[src/rtl/fetch_control.sv]
// rtl/fetch_control.sv - Y86-64 style fetch PC selection, hazard control and halt sequencing
//
// Purpose: selects the fetch address, predicts the next PC, classifies the
// fetched instruction's status, generates the pipeline stall/bubble controls
// for load-use, ret and mispredicted-jump hazards, and sequences processor
// halt through a RUN/DRAIN/HALTED state machine.
//
// Optional feature macro: FETCH_PERF_EN enables the cycle and stall
// performance counters; when undefined both counter ports read constant 0.
//
// Ports:
//   clk, reset                 clock, synchronous active-high reset
//   f_icode, imem_error        fetched instruction code / fetch address error
//   f_valC, f_valP             immediate / incremented PC of fetched instruction
//   D/E/M/W_icode              instruction codes held in each later stage
//   d_srcA, d_srcB, E_dstM     decode sources, execute-stage load destination
//   e_Cnd, M_Cnd, M_valA       branch outcome and fall-through PC
//   W_valM                     return address of a ret in write-back
//   m_stat, W_stat             status in memory / write-back
//   f_pc, f_stat               fetch address and fetched instruction status
//   F_stall .. W_stall         pipeline register controls
//   halted, halt_stat          processor stopped and the status that stopped it
//   cycle_count, stall_count   performance counters

module fetch_control #(
    parameter logic [63:0] RESET_PC = 64'd0
) (
    input  logic        clk,
    input  logic        reset,
    input  logic [3:0]  f_icode,
    input  logic        imem_error,
    input  logic [63:0] f_valC,
    input  logic [63:0] f_valP,
    input  logic [3:0]  D_icode,
    input  logic [3:0]  E_icode,
    input  logic [3:0]  M_icode,
    input  logic [3:0]  W_icode,
    input  logic [3:0]  d_srcA,
    input  logic [3:0]  d_srcB,
    input  logic [3:0]  E_dstM,
    input  logic        e_Cnd,
    input  logic        M_Cnd,
    input  logic [63:0] M_valA,
    input  logic [63:0] W_valM,
    input  logic [2:0]  m_stat,
    input  logic [2:0]  W_stat,
    output logic [63:0] f_pc,
    output logic [2:0]  f_stat,
    output logic        F_stall,
    output logic        D_stall,
    output logic        D_bubble,
    output logic        E_bubble,
    output logic        M_bubble,
    output logic        W_stall,
    output logic        halted,
    output logic [2:0]  halt_stat,
    output logic [31:0] cycle_count,
    output logic [31:0] stall_count
);

    localparam logic [3:0] I_HALT  = 4'h0;
    localparam logic [3:0] I_MRMOV = 4'h5;
    localparam logic [3:0] I_JXX   = 4'h7;
    localparam logic [3:0] I_CALL  = 4'h8;
    localparam logic [3:0] I_RET   = 4'h9;
    localparam logic [3:0] I_POP   = 4'hB;
    localparam logic [3:0] R_NONE  = 4'hF;

    localparam logic [2:0] S_AOK = 3'd1;
    localparam logic [2:0] S_HLT = 3'd2;
    localparam logic [2:0] S_ADR = 3'd3;
    localparam logic [2:0] S_INS = 3'd4;

    typedef enum logic [1:0] {
        ST_RUN,
        ST_DRAIN,
        ST_HALTED
    } state_t;

    state_t      state_q, state_d;
    logic [63:0] pred_pc_q, pred_pc_d;
    logic [2:0]  halt_stat_q, halt_stat_d;

    logic load_use;
    logic ret_pending;
    logic mispredict;
    logic m_redirect;
    logic is_halted;

    always_comb begin
        load_use    = (E_icode == I_MRMOV || E_icode == I_POP) && (E_dstM != R_NONE)
                      && (E_dstM == d_srcA || E_dstM == d_srcB);
        ret_pending = (D_icode == I_RET) || (E_icode == I_RET) || (M_icode == I_RET);
        mispredict  = (E_icode == I_JXX) && !e_Cnd;
        m_redirect  = (M_icode == I_JXX) && !M_Cnd;
        is_halted   = (state_q == ST_HALTED);
    end

    // Redirect sources override the prediction even while fetch is stalled,
    // so a stall never hides a correction arriving from M or W.
    always_comb begin
        if (m_redirect) begin
            f_pc = M_valA;
        end else if (W_icode == I_RET) begin
            f_pc = W_valM;
        end else begin
            f_pc = pred_pc_q;
        end
    end

    always_comb begin
        if (imem_error) begin
            f_stat = S_ADR;
        end else if (f_icode > I_POP) begin
            f_stat = S_INS;
        end else if (f_icode == I_HALT) begin
            f_stat = S_HLT;
        end else begin
            f_stat = S_AOK;
        end
    end

    // Once halted, nothing new may be injected, so D/E bubbles are suppressed.
    always_comb begin
        F_stall  = load_use || ret_pending || (state_q != ST_RUN);
        D_stall  = load_use;
        D_bubble = !is_halted && (mispredict || (ret_pending && !load_use));
        E_bubble = !is_halted && (mispredict || load_use);
        M_bubble = (m_stat != S_AOK) || (W_stat != S_AOK);
        W_stall  = (W_stat != S_AOK) || is_halted;
        halted   = is_halted;
        halt_stat = halt_stat_q;
    end

    always_comb begin
        state_d     = state_q;
        halt_stat_d = halt_stat_q;
        pred_pc_d   = pred_pc_q;
        if (!F_stall) begin
            pred_pc_d = (f_icode == I_JXX || f_icode == I_CALL) ? f_valC : f_valP;
        end
        case (state_q)
            ST_RUN: begin
                if (W_stat != S_AOK) begin
                    state_d     = ST_HALTED;
                    halt_stat_d = W_stat;
                end else if (f_stat != S_AOK && !F_stall && !D_bubble) begin
                    state_d = ST_DRAIN;
                end
            end
            ST_DRAIN: begin
                if (W_stat != S_AOK) begin
                    state_d     = ST_HALTED;
                    halt_stat_d = W_stat;
                end else if (m_redirect) begin
                    // The faulting instruction was on a mispredicted path.
                    state_d = ST_RUN;
                end
            end
            default: begin
                state_d = ST_HALTED;
            end
        endcase
    end

    always_ff @(posedge clk) begin
        if (reset) begin
            state_q     <= ST_RUN;
            pred_pc_q   <= RESET_PC;
            halt_stat_q <= S_AOK;
        end else begin
            state_q     <= state_d;
            pred_pc_q   <= pred_pc_d;
            halt_stat_q <= halt_stat_d;
        end
    end

`ifdef FETCH_PERF_EN
    logic [31:0] cycle_count_q, cycle_count_d;
    logic [31:0] stall_count_q, stall_count_d;

    always_comb begin
        cycle_count_d = cycle_count_q;
        stall_count_d = stall_count_q;
        if (!is_halted && cycle_count_q != 32'hFFFF_FFFF) begin
            cycle_count_d = cycle_count_q + 32'd1;
        end
        if (state_q == ST_RUN && F_stall && stall_count_q != 32'hFFFF_FFFF) begin
            stall_count_d = stall_count_q + 32'd1;
        end
    end

    always_ff @(posedge clk) begin
        if (reset) begin
            cycle_count_q <= 32'd0;
            stall_count_q <= 32'd0;
        end else begin
            cycle_count_q <= cycle_count_d;
            stall_count_q <= stall_count_d;
        end
    end

    assign cycle_count = cycle_count_q;
    assign stall_count = stall_count_q;
`else
    assign cycle_count = 32'd0;
    assign stall_count = 32'd0;
`endif

endmodule

[config.mk]
export PLATFORM = sky130hd
export DESIGN_NAME = fetch_control
export DESIGN_NICKNAME = d
export VERILOG_FILES = /design/src/rtl/fetch_control.sv
export SDC_FILE = /design/constraint.sdc
export NUM_CORES = 1
export LEC_CHECK = 0
export ABC_CLOCK_PERIOD_IN_PS = 2490
export CAP_MARGIN = 20
export CORE_AREA = 2 2 173 175
export DETAILED_ROUTE_END_ITERATION = 16
export DIE_AREA = 0 0 175 177
export GPL_TIMING_DRIVEN = 0
export PLACE_DENSITY = 0.56
export SYNTH_ARGS = -nofsm -noshare
export SYNTH_HDL_FRONTEND = slang
export SYNTH_SLANG_ARGS = --single-unit
[constraint.sdc]
create_clock -name clk -period 2.49 [get_ports clk]
set_input_delay 0.249 -clock clk [delete_from_list [all_inputs] [get_ports clk]]
set_output_delay 0.249 -clock clk [all_outputs]
set_load 0.01 [all_outputs]
==> qor.csv, run 1 <==
metric,value,unit
cpPeakStageDelay,0.49,ns
worst_setup_path_start_kind,input pin,
reg2regPathDepth,6,
postRouteAntennaNets,0,
power_density,370,mW/mm^2
period_minus_slack,2.54,ns
async_flop_share,0,
first_global_vias,6552,
fin_crit_sh,1.02,
routabilityCongestion,0.787,
synth_area,0.00542,sq mm
vdd_drop_max,0.227,mV
hold_path_startpoint,reset,
port_buffers,374,
instances_no_fill,1556,
hold_path_class,in2reg,
fin_ws,-0.0490,ns
finalSetupViolCount,1,
drive_gt1_frac,0.124,
grt-ovfl-total,0,
slew_headroom,0.524,
drv_cap,0,
rows,63,
core,0.0292,sq mm
drv_slew,0,
cts_root_buf,clkbuf_16,
cp_cell_sequence,clkdlybuf4s50_1 -> and4bb_1 -> or3_1 -> or3_4 -> buf_12 -> or2_2 -> clkbuf_2,
fill_cells,3095,
synthToLayoutAreaGrowth,94.0,%
grt_first_pass_wirelength,39300,microns
whs_path_depth,2,
syn_avg_cell_area,7.64,sq um
r2r_slack,0.46,ns
drc,0,
final_common_cell,clkdlybuf4s50_1,
p_leak,4.66,nW
cts_sinks,69,
reg2reg_to,pred_pc_q[20],
ios,440,
path_clk_slew,0.06,ns
vias,6538,
grt_usage,0.169,
cts_buffers,9,
drtIter0Drc,269,
tightest_slew,0.715,ns
yosys_warnings,0,
grt_max_degree,20,
dieArea,0.0310,sq mm
postCtsHoldBufs,0,
antenna_found_initial,0,
nNetsFinal,1461,
grt_setup_unrepaired,yes,
violations,setup timing,
worstPathRequired,2.24,ns
fmax,394,MHz
viasPerCell,4.20,
crit_family,simple AND/OR/NAND/NOR gates,
cts_tree,yes,
detail_route.first_pass.iterations,4,
synth_cell_type_count,30,
hold_end,state_q[0],
rr_startpoint,state_q[1],
clock_path_buffers,2,
ys_ff_latch,69,
slowest_stage,clkdlybuf4s50_1,
die_y,177,microns
start_util,0.185,
place_hpwl,22500,microns
finClkSkew,0.00587,ns
synth_flop_cell,dfxtp_1,
synth_cells,710,
crit_type,in2out,
die_w,175,microns
cts_max_level,3,
synth-edff-count,0,
critPathBufInv,3,
status,finished with violations,
wl_per_cell,17.7,microns
drt_wl_total,27500,microns
yosysSeqAreaShare,0.255,
hold_viol_final,0,
crit_fanout,19,
fin_tns_setup,-0.0490,ns
dp.cells,1537,
end_kind,output port,
critical_path_arrival,2.29,ns
final_cell_mix,"clkdlybuf4s50_1 (304), a21oi_1 (126), mux2i_1 (122)",
insertion_delay,0.34,ns
==> what timing repair did <==
action                                 CTS  global route
buffers inserted                         4             1
setup endpoints to repair              132            60
cloned                                   1             0
gates resized for setup                185            13
endpoints found under the hold margin    0             0
pin swaps                                2             2
==> registers in the layout (all words and copies together) (netlist names) <==
name       count
pred_pc_q     64
state_q        2
halt_stat      3
==> cell usage after synthesis (3+ instances only) <==
library cell / n / share of area
a21oi_1: 132 / 0.12
mux2i_1: 128 / 0.24
nor2_1: 72 / 0.050
dfxtp_1: 69 / 0.25
o21ai_0: 67 / 0.062
or3_1: 66 / 0.076
buf_4: 64 / 0.089
clkbuf_1: 52 / 0.036
nand2b_1: 8 / 0.0092
xor2_1: 8 / 0.013
buf_1: 7 / 0.0048
buf_2: 6 / 0.0055
nor2b_1: 5 / 0.0058
nand2_1: 4 / 0.0028
nor4bb_1: 4 / 0.0074
nor4_1: 3 / 0.0035
==> how the worst max path moves through the flow <==
stage / start / end / slack [ns] / cells past startpoint
after CTS: E_icode[1] / F_stall / -0.24 / 7
after global placement: E_dstM[1] / F_stall / -1.61 / 9
final: E_icode[2] / F_stall / -0.05 / 7
after global routing: E_icode[2] / F_stall / -0.08 / 7
after floorplan: E_icode[2] / state_q[0] / 0.44 / 5
after detailed placement: E_dstM[1] / F_stall / -1.59 / 9
==> metrics by stage <==
| stage | util | hold WS [ns] | power, mW | area (sq um) | setup slack [ns] |
|---|---|---|---|---|---|
| final | 0.360 | 0.433 | 3.90 | 10500 | -0.0490 |
| after floorplan | - | 0.401 | 1.84 | 5660 | 0.438 |
| after detailed placement | 0.338 | 0.463 | 2.73 | 9890 | -1.59 |
| after global placement | 0.338 | 0.457 | 2.72 | 9890 | -1.61 |
| after CTS | 0.358 | 0.430 | 3.96 | 10500 | -0.244 |
| after global routing | 0.360 | 0.448 | 4.13 | 10500 | -0.0789 |
==> routing by layer <==
metal | routed length [microns] | up-vias | part of all wire | global-route usage
li1 | - | 3300 | - | -
met5 | 0 | - | 0 | 0
met1 | 11200 | 2950 | 0.41 | 0.195
met4 | 231 | 0 | 0.0084 | 0.0306
met3 | 1960 | 11 | 0.071 | 0.0449
met2 | 14100 | 277 | 0.51 | 0.316
==> area by class of cell <==
cell class	count	area, sq um	area share
Antenna cell	1	2.50	0.000238
Clock buffer	12	256	0.0244
Buffer	127	953	0.0906
Multi-Input combinational cell	575	3680	0.350
Tap cell	390	488	0.0464
Clock inverter	2	10.0	0.000951
Sequential cell	69	1380	0.131
Timing Repair Buffer	380	3740	0.356
==> cells by family (layout without fill, tap and decap cells) <==
group / after synthesis / in the layout / synth area share
buffers and inverters: 129 / 521 / 0.135
AO/OA/AOI/OAI: 202 / 202 / 0.190
other: 1 / 65 / 0.000692
AND/OR/NAND/NOR: 173 / 173 / 0.171
multiplexers: 128 / 128 / 0.236
flip-flops: 69 / 69 / 0.255
XOR/XNOR: 8 / 8 / 0.0129
==> where the power goes <==
part / total, mW / switching [mW] / leakage [nW] / internal (mW)
registers: 1.24 / 0.0529 / 0.568 / 1.19
logic: 1.44 / 0.580 / 3.95 / 0.856
clock network: 1.22 / 0.503 / 0.134 / 0.715
No activity file was read; power rests on OpenSTA's default activity.
==> run 2: changes to the inputs <==
- PLACE_DENSITY: 0.56 -> 0.49
- SLEW_MARGIN: unset -> 25
==> run 2 against run 1 <==
The run still ends with setup timing left. Clock power up 7%. Cell count up 0.19%. Critical endpoint is now f_pc[21]. Via count down 1.1%. Global-route usage up 0.23 points. Critical path depth unchanged. Non-clock buffer count up 2. Highest routed layer unchanged. Die area unchanged.
==> qor.csv, run 2 (same netlist as run 1, synthesis figures left out) <==
metric,value,unit,change
die_y,177,microns,unchanged
tightest_slew,0.648,ns,-0.0665 ns
violations,setup timing,,
routabilityCongestion,0.784,,-0.32%
slowest_stage,clkdlybuf4s50_1,,
place_ws,-1.64,ns,-0.0534 ns
reg2reg_to,pred_pc_q[20],,
r2r_slack,0.35,ns,-0.11 ns
cts_max_level,3,,unchanged
power_density,377,mW/mm^2,+1.7%
largest_reg_flops,64,,unchanged
worst_setup_path_start_kind,input pin,,
rr_startpoint,state_q[1],,
status,finished with violations,,
fin_ws,-0.0896,ns,-0.0406 ns
cts_root_buf,clkbuf_16,,
drive_gt1_frac,0.131,,+0.00653
fin_crit_sh,1.04,,+0.0163
cpPeakStageDelay,0.50,ns,about the same
final_cell_mix,"clkdlybuf4s50_1 (296), a21oi_1 (124), mux2i_1 (123)",,
synthToLayoutAreaGrowth,96.1,%,
crit_type,in2out,,
cts_buffers,9,,unchanged
port_buffers,374,,unchanged
slew_headroom,0.568,,+0.0443
insertion_delay,0.34,ns,about the same
final_common_cell,clkdlybuf4s50_1,,
drt_wl_total,27900,microns,+1.4%
hold_path_class,in2reg,,
viasPerCell,4.15,,-1.2%
drtIter0Drc,180,,-33%
nNetsFinal,1463,,+0.14%
postCtsHoldBufs,0,,unchanged
p_leak,4.96,nW,+6.6%
vias,6469,,-1.1%
detail_route.first_pass.iterations,4,,unchanged
ios,440,,unchanged
path_clk_slew,0.06,ns,about the same
hold_viol_final,0,,unchanged
critPathBufInv,4,,+1
wl_per_cell,17.9,microns,+1.2%
critical_path_arrival,2.33,ns,+0.04 ns
grt_usage,0.172,,+0.00231
grt-ovfl-total,0,,unchanged
fmax,388,MHz,-1.6%
top_register,pred_pc_q,,
drv_slew,0,,unchanged
crit_start,W_icode[1],,
postRouteAntennaNets,0,,unchanged
clock_path_buffers,2,,unchanged
hold_end,state_q[0],,
start_util,0.185,,unchanged
grt_setup_unrepaired,yes,,
reg2regPathDepth,8,,+2
first_global_vias,6607,,+0.84%
cts_sinks,69,,unchanged
grt_first_pass_wirelength,40100,microns,+2.1%
antenna_found_initial,1,,+1
cp_cell_sequence,clkdlybuf4s50_1 -> nor4bb_4 -> buf_6 -> buf_6 -> mux2i_2 -> a21oi_1 -> clkdlybuf4s50_1,,
worstPathRequired,2.24,ns,about the same
drc,0,,unchanged
crit_family,buffers and inverters,,
rows,63,,unchanged
core,0.0292,sq mm,unchanged
drv_cap,0,,unchanged
holdWs,0.417,ns,-0.0161 ns
dieArea,0.0310,sq mm,unchanged
cts_tree,yes,,
grt_max_degree,20,,unchanged
end_kind,output port,,
finClkSkew,0.00930,ns,+0.00343 ns
hold_path_startpoint,reset,,
crit_fanout,10,,-9
vdd_drop_max,0.223,mV,-1.5%
die_w,175,microns,unchanged
period_minus_slack,2.58,ns,+0.0406 ns
finalSetupViolCount,1,,unchanged
place_hpwl,22600,microns,+0.46%
whs_path_depth,2,,unchanged
## run 2: timing repair
| item | CTS | global route |
|---|---|---|
| gates resized for setup | 165 | 50 |
| pin swaps | 4 | 8 |
| endpoints found under the setup margin | 132 | 63 |
| gates cloned | 1 | 0 |
| setup buffers | 4 | 3 |
## run 2: worst max-delay path by stage
stage            endpoint  slack, ns  depth (start not counted)
6_report         f_pc[21]      -0.09                          7
3_5_place_dp      F_stall      -1.64                          9
3_3_place_gp      F_stall      -1.67                          9
4_1_cts          f_pc[51]      -0.22                          7
2_1_floorplan  state_q[0]       0.44                          5
5_1_grt          f_pc[21]      -0.18                          7
## run 2: layout make-up
| type | instances | area (sq um) |
|---|---|---|
| Multi-Input combinational cell | 575 | 3700 |
| Antenna cell | 1 | 2.50 |
| Timing Repair Buffer | 382 | 3830 |
| Clock buffer | 10 | 229 |
| Clock inverter | 5 | 52.6 |
| Fill cell | 3084 | 18600 |
| Buffer | 127 | 950 |
| Tap cell | 390 | 488 |
| Sequential cell | 69 | 1380 |
## run 2: metrics by stage
| step | util | setup TNS, ns | std cells | instance area (sq um) | total power [mW] |
|---|---|---|---|---|---|
| floorplan | - | 0 | 773 | 5660 | 1.84 |
| global placement | 0.338 | -131.52 | 1537 | 9890 | 2.72 |
| detailed placement | 0.338 | -130.43 | 1537 | 9890 | 2.72 |
| CTS | 0.357 | -3.89 | 1556 | 10500 | 4.04 |
| global route | 0.364 | -0.181 | 1559 | 10600 | 4.20 |
| finish | 0.364 | -0.0896 | 1559 | 10600 | 4.00 |
## run 2: power breakdown
group / internal, mW / switching [mW]
clock: 0.767 / 0.536
combinational: 0.879 / 0.580
sequential: 1.19 / 0.0532
## run 2: routing by layer
metal	GRT usage	share of wire
met5	0	0
met4	0.0399	0.013
met3	0.0378	0.065
met2	0.311	0.50
met1	0.207	0.42
